$ cat config.mk
export PLATFORM = sky130hd
export DESIGN_NAME = id_ex_reg_flat
export DESIGN_NICKNAME = d
export VERILOG_FILES = /design/src/rtl/id_ex_reg_if.sv /design/src/rtl/id_ex_reg.sv /design/src/flat_wrapper.sv
export SDC_FILE = /design/constraint.sdc
export NUM_CORES = 1
export LEC_CHECK = 0
export ABC_AREA = 1
export BUFFER_PORTS_ARGS = -buffer_cell sky130_fd_sc_hd__buf_2
export CAP_MARGIN = 20
export CORE_MARGIN = 2
export CORE_UTILIZATION = 51
export CTS_BUF_LIST = sky130_fd_sc_hd__clkbuf_8
export DETAILED_ROUTE_END_ITERATION = 8
export PLACE_DENSITY_LB_ADDON = 0.08
export SLEW_MARGIN = 40
export SYNTH_ARGS = -nofsm -noshare
export SYNTH_HDL_FRONTEND = slang
export SYNTH_SLANG_ARGS = --single-unit
$ cat constraint.sdc
create_clock -name clk -period 2.2 [get_ports clk]
set_input_delay 0.44 -clock clk [delete_from_list [all_inputs] [get_ports clk]]
set_output_delay 0.44 -clock clk [all_outputs]
set_load 0.03 [all_outputs]
$ cat src/rtl/id_ex_reg_if.sv
// Decoded ID -> EX bundle. The ID stage drives through 'out', the ID/EX register samples through 'in'.
interface if_id_ex #(
    parameter int XLEN = 32
);
    logic [1:0]      alu_sela;
    logic [1:0]      alu_selb;
    logic [2:0]      mem_opt;
    logic            mem_signed;
    logic            reg_wr;
    logic [4:0]      reg_anum;
    logic [4:0]      reg_bnum;
    logic [4:0]      reg_wnum;
    logic            mem_load;
    logic [2:0]      ALUctr;
    logic            ALUext;
    logic            mem_wr;
    logic [XLEN-1:0] imm;
    logic [2:0]      branch;
    logic [XLEN-1:0] pc;

    modport out (
        output alu_sela, alu_selb, mem_opt, mem_signed, reg_wr, reg_anum, reg_bnum,
               reg_wnum, mem_load, ALUctr, ALUext, mem_wr, imm, branch, pc
    );

    modport in (
        input  alu_sela, alu_selb, mem_opt, mem_signed, reg_wr, reg_anum, reg_bnum,
               reg_wnum, mem_load, ALUctr, ALUext, mem_wr, imm, branch, pc
    );
endinterface

$ cat src/rtl/id_ex_reg.sv
// ID/EX pipeline register: captures the decoded bundle, inserts load-use and JALR-source bubbles,
// honours downstream freeze and EX redirect, and counts inserted bubbles.
//
// state | meaning
// RUN   | normal operation
// JWAIT | one extra JALR bubble owed (rs1 producer is a load)
module id_ex_reg #(
    parameter int          XLEN        = 32,
    parameter logic [2:0]  BRANCH_NONE = 3'd0
) (
    input  logic            clk,
    input  logic            rst,
    if_id_ex.in             if_id_ex_ex,
    input  logic            id_valid,
    input  logic            pcg_isjalr,
    input  logic            mem_stall,
    input  logic            ex_redirect,
    output logic            ex_valid,
    output logic [1:0]      ex_alu_sela,
    output logic [1:0]      ex_alu_selb,
    output logic [2:0]      ex_mem_opt,
    output logic            ex_mem_signed,
    output logic            ex_reg_wr,
    output logic [4:0]      ex_reg_anum,
    output logic [4:0]      ex_reg_bnum,
    output logic [4:0]      ex_reg_wnum,
    output logic            ex_mem_load,
    output logic [2:0]      ex_ALUctr,
    output logic            ex_ALUext,
    output logic            ex_mem_wr,
    output logic [XLEN-1:0] ex_imm,
    output logic [2:0]      ex_branch,
    output logic [XLEN-1:0] ex_pc,
    output logic            stall_id,
    output logic [XLEN-1:0] bubble_cnt
);
    typedef struct packed {
        logic [1:0]      alu_sela;
        logic [1:0]      alu_selb;
        logic [2:0]      mem_opt;
        logic            mem_signed;
        logic            reg_wr;
        logic [4:0]      reg_anum;
        logic [4:0]      reg_bnum;
        logic [4:0]      reg_wnum;
        logic            mem_load;
        logic [2:0]      ALUctr;
        logic            ALUext;
        logic            mem_wr;
        logic [XLEN-1:0] imm;
        logic [2:0]      branch;
        logic [XLEN-1:0] pc;
    } bundle_t;

    typedef enum logic {RUN, JWAIT} state_t;

    bundle_t         id_b;
    bundle_t         bubble_b;
    bundle_t         ex_q;
    logic            valid_q;
    state_t          state_q;
    logic [XLEN-1:0] cnt_q;
    logic            wnum_nz;
    logic            lu;
    logic            jh;
    logic            jl;

    always_comb begin
        id_b            = '0;
        id_b.alu_sela   = if_id_ex_ex.alu_sela;
        id_b.alu_selb   = if_id_ex_ex.alu_selb;
        id_b.mem_opt    = if_id_ex_ex.mem_opt;
        id_b.mem_signed = if_id_ex_ex.mem_signed;
        id_b.reg_wr     = if_id_ex_ex.reg_wr;
        id_b.reg_anum   = if_id_ex_ex.reg_anum;
        id_b.reg_bnum   = if_id_ex_ex.reg_bnum;
        id_b.reg_wnum   = if_id_ex_ex.reg_wnum;
        id_b.mem_load   = if_id_ex_ex.mem_load;
        id_b.ALUctr     = if_id_ex_ex.ALUctr;
        id_b.ALUext     = if_id_ex_ex.ALUext;
        id_b.mem_wr     = if_id_ex_ex.mem_wr;
        id_b.imm        = if_id_ex_ex.imm;
        id_b.branch     = if_id_ex_ex.branch;
        id_b.pc         = if_id_ex_ex.pc;
    end

    always_comb begin
        bubble_b        = '0;
        bubble_b.branch = BRANCH_NONE;
    end

    // JALR rs1 is bypassed to PC gen from MEM (ALU result) or WB (load data), so an ALU producer
    // costs one bubble and a load producer two.
    assign wnum_nz = (ex_q.reg_wnum != 5'd0);
    assign lu = id_valid & valid_q & ex_q.mem_load & wnum_nz &
                ((id_b.reg_anum == ex_q.reg_wnum) | (id_b.reg_bnum == ex_q.reg_wnum));
    assign jh = id_valid & pcg_isjalr & valid_q & ex_q.reg_wr & wnum_nz &
                (id_b.reg_anum == ex_q.reg_wnum);
    assign jl = jh & ex_q.mem_load;

    assign stall_id = ~rst & (mem_stall | (~ex_redirect & ((state_q == JWAIT) | lu | jh)));

    always_ff @(posedge clk) begin
        if (rst) begin
            ex_q    <= bubble_b;
            valid_q <= 1'b0;
            state_q <= RUN;
            cnt_q   <= '0;
        end else if (mem_stall) begin
            // EX keeps ex_redirect asserted across the freeze, so it is acted on afterwards
            ex_q    <= ex_q;
        end else if (ex_redirect) begin
            ex_q    <= bubble_b;
            valid_q <= 1'b0;
            state_q <= RUN;
        end else if (state_q == JWAIT) begin
            ex_q    <= bubble_b;
            valid_q <= 1'b0;
            cnt_q   <= cnt_q + XLEN'(1);
            state_q <= RUN;
        end else if (lu | jh) begin
            ex_q    <= bubble_b;
            valid_q <= 1'b0;
            cnt_q   <= cnt_q + XLEN'(1);
            state_q <= jl ? JWAIT : RUN;
        end else begin
            ex_q    <= id_b;
            valid_q <= id_valid;
        end
    end

    assign ex_valid      = valid_q;
    assign ex_alu_sela   = ex_q.alu_sela;
    assign ex_alu_selb   = ex_q.alu_selb;
    assign ex_mem_opt    = ex_q.mem_opt;
    assign ex_mem_signed = ex_q.mem_signed;
    assign ex_reg_wr     = ex_q.reg_wr;
    assign ex_reg_anum   = ex_q.reg_anum;
    assign ex_reg_bnum   = ex_q.reg_bnum;
    assign ex_reg_wnum   = ex_q.reg_wnum;
    assign ex_mem_load   = ex_q.mem_load;
    assign ex_ALUctr     = ex_q.ALUctr;
    assign ex_ALUext     = ex_q.ALUext;
    assign ex_mem_wr     = ex_q.mem_wr;
    assign ex_imm        = ex_q.imm;
    assign ex_branch     = ex_q.branch;
    assign ex_pc         = ex_q.pc;
    assign bubble_cnt    = cnt_q;
endmodule

$ cat src/flat_wrapper.sv
// flat-port wrapper written by rule: the top's interface ports become plain ports
module id_ex_reg_flat 
#(
    parameter int          XLEN        = 32,
    parameter logic [2:0]  BRANCH_NONE = 3'd0
)
  (clk, rst, id_valid, pcg_isjalr, mem_stall, ex_redirect, ex_valid, ex_alu_sela, ex_alu_selb, ex_mem_opt, ex_mem_signed, ex_reg_wr, ex_reg_anum, ex_reg_bnum, ex_reg_wnum, ex_mem_load, ex_ALUctr, ex_ALUext, ex_mem_wr, ex_imm, ex_branch, ex_pc, stall_id, bubble_cnt, if_id_ex_ex_alu_sela, if_id_ex_ex_alu_selb, if_id_ex_ex_mem_opt, if_id_ex_ex_mem_signed, if_id_ex_ex_reg_wr, if_id_ex_ex_reg_anum, if_id_ex_ex_reg_bnum, if_id_ex_ex_reg_wnum, if_id_ex_ex_mem_load, if_id_ex_ex_ALUctr, if_id_ex_ex_ALUext, if_id_ex_ex_mem_wr, if_id_ex_ex_imm, if_id_ex_ex_branch, if_id_ex_ex_pc);
  if_id_ex #(.XLEN(XLEN)) if_id_ex_ex_i ();
  input  logic clk;
  input  logic rst;
  input  logic id_valid;
  input  logic pcg_isjalr;
  input  logic mem_stall;
  input  logic ex_redirect;
  output logic ex_valid;
  output logic [1:0] ex_alu_sela;
  output logic [1:0] ex_alu_selb;
  output logic [2:0] ex_mem_opt;
  output logic ex_mem_signed;
  output logic ex_reg_wr;
  output logic [4:0] ex_reg_anum;
  output logic [4:0] ex_reg_bnum;
  output logic [4:0] ex_reg_wnum;
  output logic ex_mem_load;
  output logic [2:0] ex_ALUctr;
  output logic ex_ALUext;
  output logic ex_mem_wr;
  output logic [XLEN-1:0] ex_imm;
  output logic [2:0] ex_branch;
  output logic [XLEN-1:0] ex_pc;
  output logic stall_id;
  output logic [XLEN-1:0] bubble_cnt;
  input wire logic [$bits(if_id_ex_ex_i.alu_sela)-1:0] if_id_ex_ex_alu_sela;
  input wire logic [$bits(if_id_ex_ex_i.alu_selb)-1:0] if_id_ex_ex_alu_selb;
  input wire logic [$bits(if_id_ex_ex_i.mem_opt)-1:0] if_id_ex_ex_mem_opt;
  input wire logic [$bits(if_id_ex_ex_i.mem_signed)-1:0] if_id_ex_ex_mem_signed;
  input wire logic [$bits(if_id_ex_ex_i.reg_wr)-1:0] if_id_ex_ex_reg_wr;
  input wire logic [$bits(if_id_ex_ex_i.reg_anum)-1:0] if_id_ex_ex_reg_anum;
  input wire logic [$bits(if_id_ex_ex_i.reg_bnum)-1:0] if_id_ex_ex_reg_bnum;
  input wire logic [$bits(if_id_ex_ex_i.reg_wnum)-1:0] if_id_ex_ex_reg_wnum;
  input wire logic [$bits(if_id_ex_ex_i.mem_load)-1:0] if_id_ex_ex_mem_load;
  input wire logic [$bits(if_id_ex_ex_i.ALUctr)-1:0] if_id_ex_ex_ALUctr;
  input wire logic [$bits(if_id_ex_ex_i.ALUext)-1:0] if_id_ex_ex_ALUext;
  input wire logic [$bits(if_id_ex_ex_i.mem_wr)-1:0] if_id_ex_ex_mem_wr;
  input wire logic [$bits(if_id_ex_ex_i.imm)-1:0] if_id_ex_ex_imm;
  input wire logic [$bits(if_id_ex_ex_i.branch)-1:0] if_id_ex_ex_branch;
  input wire logic [$bits(if_id_ex_ex_i.pc)-1:0] if_id_ex_ex_pc;
  assign if_id_ex_ex_i.alu_sela = if_id_ex_ex_alu_sela;
  assign if_id_ex_ex_i.alu_selb = if_id_ex_ex_alu_selb;
  assign if_id_ex_ex_i.mem_opt = if_id_ex_ex_mem_opt;
  assign if_id_ex_ex_i.mem_signed = if_id_ex_ex_mem_signed;
  assign if_id_ex_ex_i.reg_wr = if_id_ex_ex_reg_wr;
  assign if_id_ex_ex_i.reg_anum = if_id_ex_ex_reg_anum;
  assign if_id_ex_ex_i.reg_bnum = if_id_ex_ex_reg_bnum;
  assign if_id_ex_ex_i.reg_wnum = if_id_ex_ex_reg_wnum;
  assign if_id_ex_ex_i.mem_load = if_id_ex_ex_mem_load;
  assign if_id_ex_ex_i.ALUctr = if_id_ex_ex_ALUctr;
  assign if_id_ex_ex_i.ALUext = if_id_ex_ex_ALUext;
  assign if_id_ex_ex_i.mem_wr = if_id_ex_ex_mem_wr;
  assign if_id_ex_ex_i.imm = if_id_ex_ex_imm;
  assign if_id_ex_ex_i.branch = if_id_ex_ex_branch;
  assign if_id_ex_ex_i.pc = if_id_ex_ex_pc;
  id_ex_reg #(.XLEN(XLEN), .BRANCH_NONE(BRANCH_NONE)) u_core (.clk(clk), .rst(rst), .if_id_ex_ex(if_id_ex_ex_i), .id_valid(id_valid), .pcg_isjalr(pcg_isjalr), .mem_stall(mem_stall), .ex_redirect(ex_redirect), .ex_valid(ex_valid), .ex_alu_sela(ex_alu_sela), .ex_alu_selb(ex_alu_selb), .ex_mem_opt(ex_mem_opt), .ex_mem_signed(ex_mem_signed), .ex_reg_wr(ex_reg_wr), .ex_reg_anum(ex_reg_anum), .ex_reg_bnum(ex_reg_bnum), .ex_reg_wnum(ex_reg_wnum), .ex_mem_load(ex_mem_load), .ex_ALUctr(ex_ALUctr), .ex_ALUext(ex_ALUext), .ex_mem_wr(ex_mem_wr), .ex_imm(ex_imm), .ex_branch(ex_branch), .ex_pc(ex_pc), .stall_id(stall_id), .bubble_cnt(bubble_cnt));
endmodule
Word-level counts from Yosys, hierarchy flattened
Index checks and enable logic that the tools add are counted.

word-level totals
  register bits after elaboration = 131
  ROM bits = 0
  RAM bits = 0
  memories kept = 0
  latch bits = 0

operators by class
  divide/modulo/power cells = 0
  reduce and logical (&&, ||, !) cells = 3
  add/sub/neg operators = 1
  magnitude comparators = 0
  multiply operators = 0
  shifts and indexed selects = 0
  eq/ne operators = 2
  mux-type cells = 12
  bitwise logic cells = 20

operators with widths
  operator                 count
  $mux W97                 3
  $mux W32                 2
  $add A32 B1 Y32 const B  1
  $and A1 B1 Y1            12
  $eq A5 B5 Y1             2
  $mux W1                  7
  $or A1 B1 Y1             5
  $reduce_bool A5 Y1       1
  $not A1 Y1               3
  $reduce_and A3 Y1        1
  $reduce_bool A2 Y1       1

Logic depth before layout (Yosys ltp)
  depth in word-level cells = 10
  gate-level depth with buffers = 12
  depth with buffers taken out = 11

Worst setup path after synthesis
No wires, ideal clock.

  kind = register -> output
  from = register u_core.ex_q (netlist bit u_core.ex_reg_wnum[3])
  to = output port stall_id
  data arrival time = 1885 ps
  data required time = 1760 ps
  path buffers = 1
  setup slack = -125 ps
  stages on the path, launching flop included = 12
  path through = dfxtp_1 inv_2 nand2_1 nand2_1 nor2_1 nand3_2 nand2_1 nand2_4 nand2_8 buf_6 a21oi_1 nor2_1

on the way
  cells in the longest elaborated chain, start to end = 8
  elaborated cells between the ends (all ways) = 13
  those cells by class = eq/ne (2); bitwise (10); reduce/logical (1)

RTL lines
  element                                        RTL line                          text
  start, declared                                id_ex_reg.sv:59                   bundle_t ex_q;
  start signal, assigned                         id_ex_reg.sv:105                  ex_q <= bubble_b;
  start signal, assigned                         id_ex_reg.sv:111                  ex_q <= ex_q;
  start signal, assigned                         id_ex_reg.sv:113                  ex_q <= bubble_b;
  $eq A5 B5 Y1, or another cell as far along     id_ex_reg.sv:96, id_ex_reg.sv:98
  $or A1 B1 Y1 or $and A1 B1 Y1 (tied branches)  id_ex_reg.sv:96, id_ex_reg.sv:95
  $and A1 B1 Y1                                  id_ex_reg.sv:95                   assign lu = id_valid & valid_q & ex_q.mem_load & wnum_nz &
  $or A1 B1 Y1                                   id_ex_reg.sv:101                  assign stall_id = ~rst & (mem_stall | (~ex_redirect & ((state_q == JWAIT) | lu | jh)));
  $or A1 B1 Y1 (*)                               id_ex_reg.sv:101
  $and A1 B1 Y1 (*)                              id_ex_reg.sv:101
  $or A1 B1 Y1 (*)                               id_ex_reg.sv:101
  $and A1 B1 Y1 (*)                              id_ex_reg.sv:101
  end, declared                                  flat_wrapper.sv:31                output logic stall_id;

Every way passes the cells marked *; elsewhere a longest branch is shown, timed or not.

Worst setup path in the final report
  from = register u_core.ex_q (netlist bit u_core.ex_reg_wnum[4])
  to = output port stall_id

The elaborated chain is that of the path after synthesis.

==> flow_summary_export.csv <==
group,metric,value,unit
logic_synthesis,yosysTopAreaCell,"dfxtp_1",
timing,slew_violations,0,
logic_synthesis,postSynthAreaPerCell,7.52,sq um
global_routing,grt_pass1_wl,28300,um
setup_path,cp_max_fo,4,
die,die_width,115,um
clock_tree,cts_buffer_depth,2,
global_routing,grt_start_max_net_pins,99,
status,status,"finished, violations left",
setup_path,crit_type,"flop to output port",
finish,finalNetCount,1148,
placed_design,post-dp-hpwl,11900,um
logic_synthesis,ys_seq_elements,131,
die,pin_count,234,
placed_design,dp.cells,1190,
timing,hold_viol,0,
timing,rsz0062_at_grt,"yes",
clock_tree,insertion_delay,0.44,ns
logic_synthesis,synth_xor_area_share,2.63,%
global_routing,grtUsageTotal,26.3,%
finish,finalNonFillerCells,1225,
clock_tree,cts_hold_buf,0,
logic_synthesis,synth_area,6330,sq um
timing,setup-tns-final,-0.0733,ns
finish,final_cell_mix,"nand2_1, buf_2, dfxtp_1",
clock_tree,cts_buffers,17,
route,vias,6483,
route,wirelength,17700,um
route,viasPerCell,5.29,
finish,final_common_cell,"nand2_1",
timing,hold_ws,0.264,ns
placed_design,dpl_worst_slack,0.133,ns
clock_tree,cts.sinks,131,
clock_tree,cts_tree,"built",
logic_synthesis,synth-simple-area-share,36.5,%
timing,fin_crit_sh,103,%
logic_synthesis,synth_cell_type_count,29,
finish,synthToLayoutAreaGrowth,27.4,%
timing,timing.slew.headroom,63.4,%
route,drt_iter0_markers,533,
clock_tree,htreeDepth,4,
status,violations,"negative setup slack",
logic_synthesis,synth-compound-area-share,11.6,%
setup_path,cp_slowest_cell,"dfxtp_4",
logic_synthesis,synth.area.top_cells,"dfxtp_1, nand2_1, nand4_1",
power,ir_drop,0.853,mV
setup_path,crit_path_start_kind,"flop",
timing,layout_setup_ws,-0.0733,ns
setup_path,crit_path_end_kind,"output port",
route,drt-wirelength-per-cell,14.5,um
logic_synthesis,synth_nets,946,
logic_synthesis,synth.area.mux_share,0,%
die,die_h,115,um
run,maxCapViolCount,0,
timing,finalSetupViolCount,1,
timing,fin_skew,0.0125,ns
placed_design,io_buffer_count,233,
route,ant_nets,0,
clock_tree,cts_root_buffer,"clkbuf_8",
global_routing,grt.overflow.total,0,
logic_synthesis,synth_top_family_by_area,"simple AND/OR/NAND/NOR gates",
finish,postLayoutCellArea,8070,sq um
timing,finalCriticalPeriod,2.27,ns
die,dieArea,13300,sq um
placed_design,place.gp.congestion,0.885,
timing,worstMarginPinSlew,0.548,ns
die,start_util,52.5,%
power,p_total,5.41,mW
logic_synthesis,ys_seq_area_share,41.4,%
logic_synthesis,synthAdderAreaFrac,0.198,%
global_routing,antenna_found_initial,0,
finish,drive_gt1_share,34.0,%
setup_path,path_cells,"inv_2, nand2_1, nand2_1, nor2_2, nand3_2, nor2_4, nor2_8, nand2_8, a21oi_2, nor2_2, buf_6",
finish,num_antenna_cells,0,
die,rows,40,
logic_synthesis,synth_cells,842,
setup_path,crit_arrival,1.83,ns
route,firstDrtPassIters,5,
global_routing,first_global_vias,5711,
route,route.detailed.drc,0,
clock_tree,clk_pin_slew,0.08,ns
placed_design,place_area,7540,sq um
finish,postLayoutCoreUtil,66.9,%
setup_path,slowest_delay,0.36,ns
logic_synthesis,yosysWarnings,0,
power,power_leakage,3.40,nW
hold_path,hp-class,"input pin to flop",
setup_path,cp.required,1.76,ns
timing,max_freq,0.440,GHz
power,power_density,671,nW/um^2
logic_synthesis,synth_top_area_share,41.4,%
die,core_area,12100,sq um
-- cell usage after synthesis --
master    instances
clkbuf_1         37
nor3_4            1
nor3_2            2
nand2_4           1
buf_6             7
nand3_1          16
buf_2            17
nor2_1           37
nor2_2            3
xor2_1           15
nand2_8           1
nand3_2          31
inv_1            33
nor3_1           15
nand3b_1          7
buf_4             4
buf_8             1
nand4_1         102
nor2_4            1
nand2_2           2
and3_1            1
nand2_1         234
dfxtp_1         131
xnor2_1           4
ha_1              1
a21oi_2          19
a21oi_1         113
inv_2             5
nor2_8            1
-- registers in the layout, indices dropped and copies added (netlist names) --
name	cells
u_core.ex_ALUctr	3
u_core.ex_mem_load	1
u_core.ex_imm	32
u_core.ex_reg_wr	1
u_core.ex_reg_wnum	5
u_core.ex_mem_wr	1
u_core.bubble_cnt	32
u_core.ex_reg_bnum	5
u_core.ex_branch	3
u_core.ex_reg_anum	5
u_core.ex_alu_sela	2
u_core.ex_valid	1
u_core.ex_mem_opt	3
u_core.ex_ALUext	1
u_core.ex_alu_selb	2
u_core.state_q	1
u_core.ex_pc	32
u_core.ex_mem_signed	1
-- metal layers --
metal / share of wire, % / up-vias / track usage [%]
met4: 1.9 / 0 / 9.24
met1: 44 / 2963 / 35.2
met3: 8.3 / 23 / 8.37
met2: 46 / 225 / 40.2
li1: - / 3272 / -
met5: 0 / - / 0
-- cells by family (layout without fill, tap and decap cells) --
kind of cell | Yosys count | after routing
adder cells (fa/ha/maj) | 1 | 1
flip-flops | 131 | 131
AO/OA/AOI/OAI | 132 | 132
buffers and inverters | 104 | 319
XOR/XNOR | 19 | 19
AND/OR/NAND/NOR | 455 | 455
-- worst max-delay path: cells and delay by family, from the launching register on --
| kind | cells | cell delay, ns |
|---|---|---|
| DFF | 1 | 0.36 |
| AOI/OAI and AO/OA | 1 | 0.05 |
| buffers and inverters | 2 | 0.18 |
| and+or+nand+nor | 8 | 0.78 |
-- repair_timing --
item / CTS / global route
cloned: 0 / 0
gates resized for setup: 15 / 1
pin swaps: 3 / 3
endpoints found under the setup margin: 1 / 1
buffers inserted: 1 / 2
-- report_power, final --
part           internal, mW  switching (mW)
clock                  1.41           0.961
sequential             2.44          0.0360
combinational         0.198           0.373
total                  4.04            1.37
-- worst paths after layout --
kind                           end  cells past startpoint  slack, ns                     from
max                       stall_id                     11      -0.07    u_core.ex_reg_wnum[4]
min          u_core.ex_reg_wnum[2]                      3       0.26  if_id_ex_ex_reg_wnum[2]
max reg2reg  u_core.bubble_cnt[10]                      8       0.29     u_core.bubble_cnt[1]
min reg2reg    u_core.ex_branch[1]                      2       0.46      u_core.ex_branch[1]
-- final cells by class --
cell class                      instances  area [sq um]
Tap cell                              168           210
Sequential cell                       131          2640
Multi-Input combinational cell        607          3240
Timing Repair Buffer                  249          1370
Clock buffer                           19           262
Clock inverter                         13           205
Inverter                               38           143
Fill cell                            1131          3990
No activity file was read; power rests on OpenSTA's default activity.
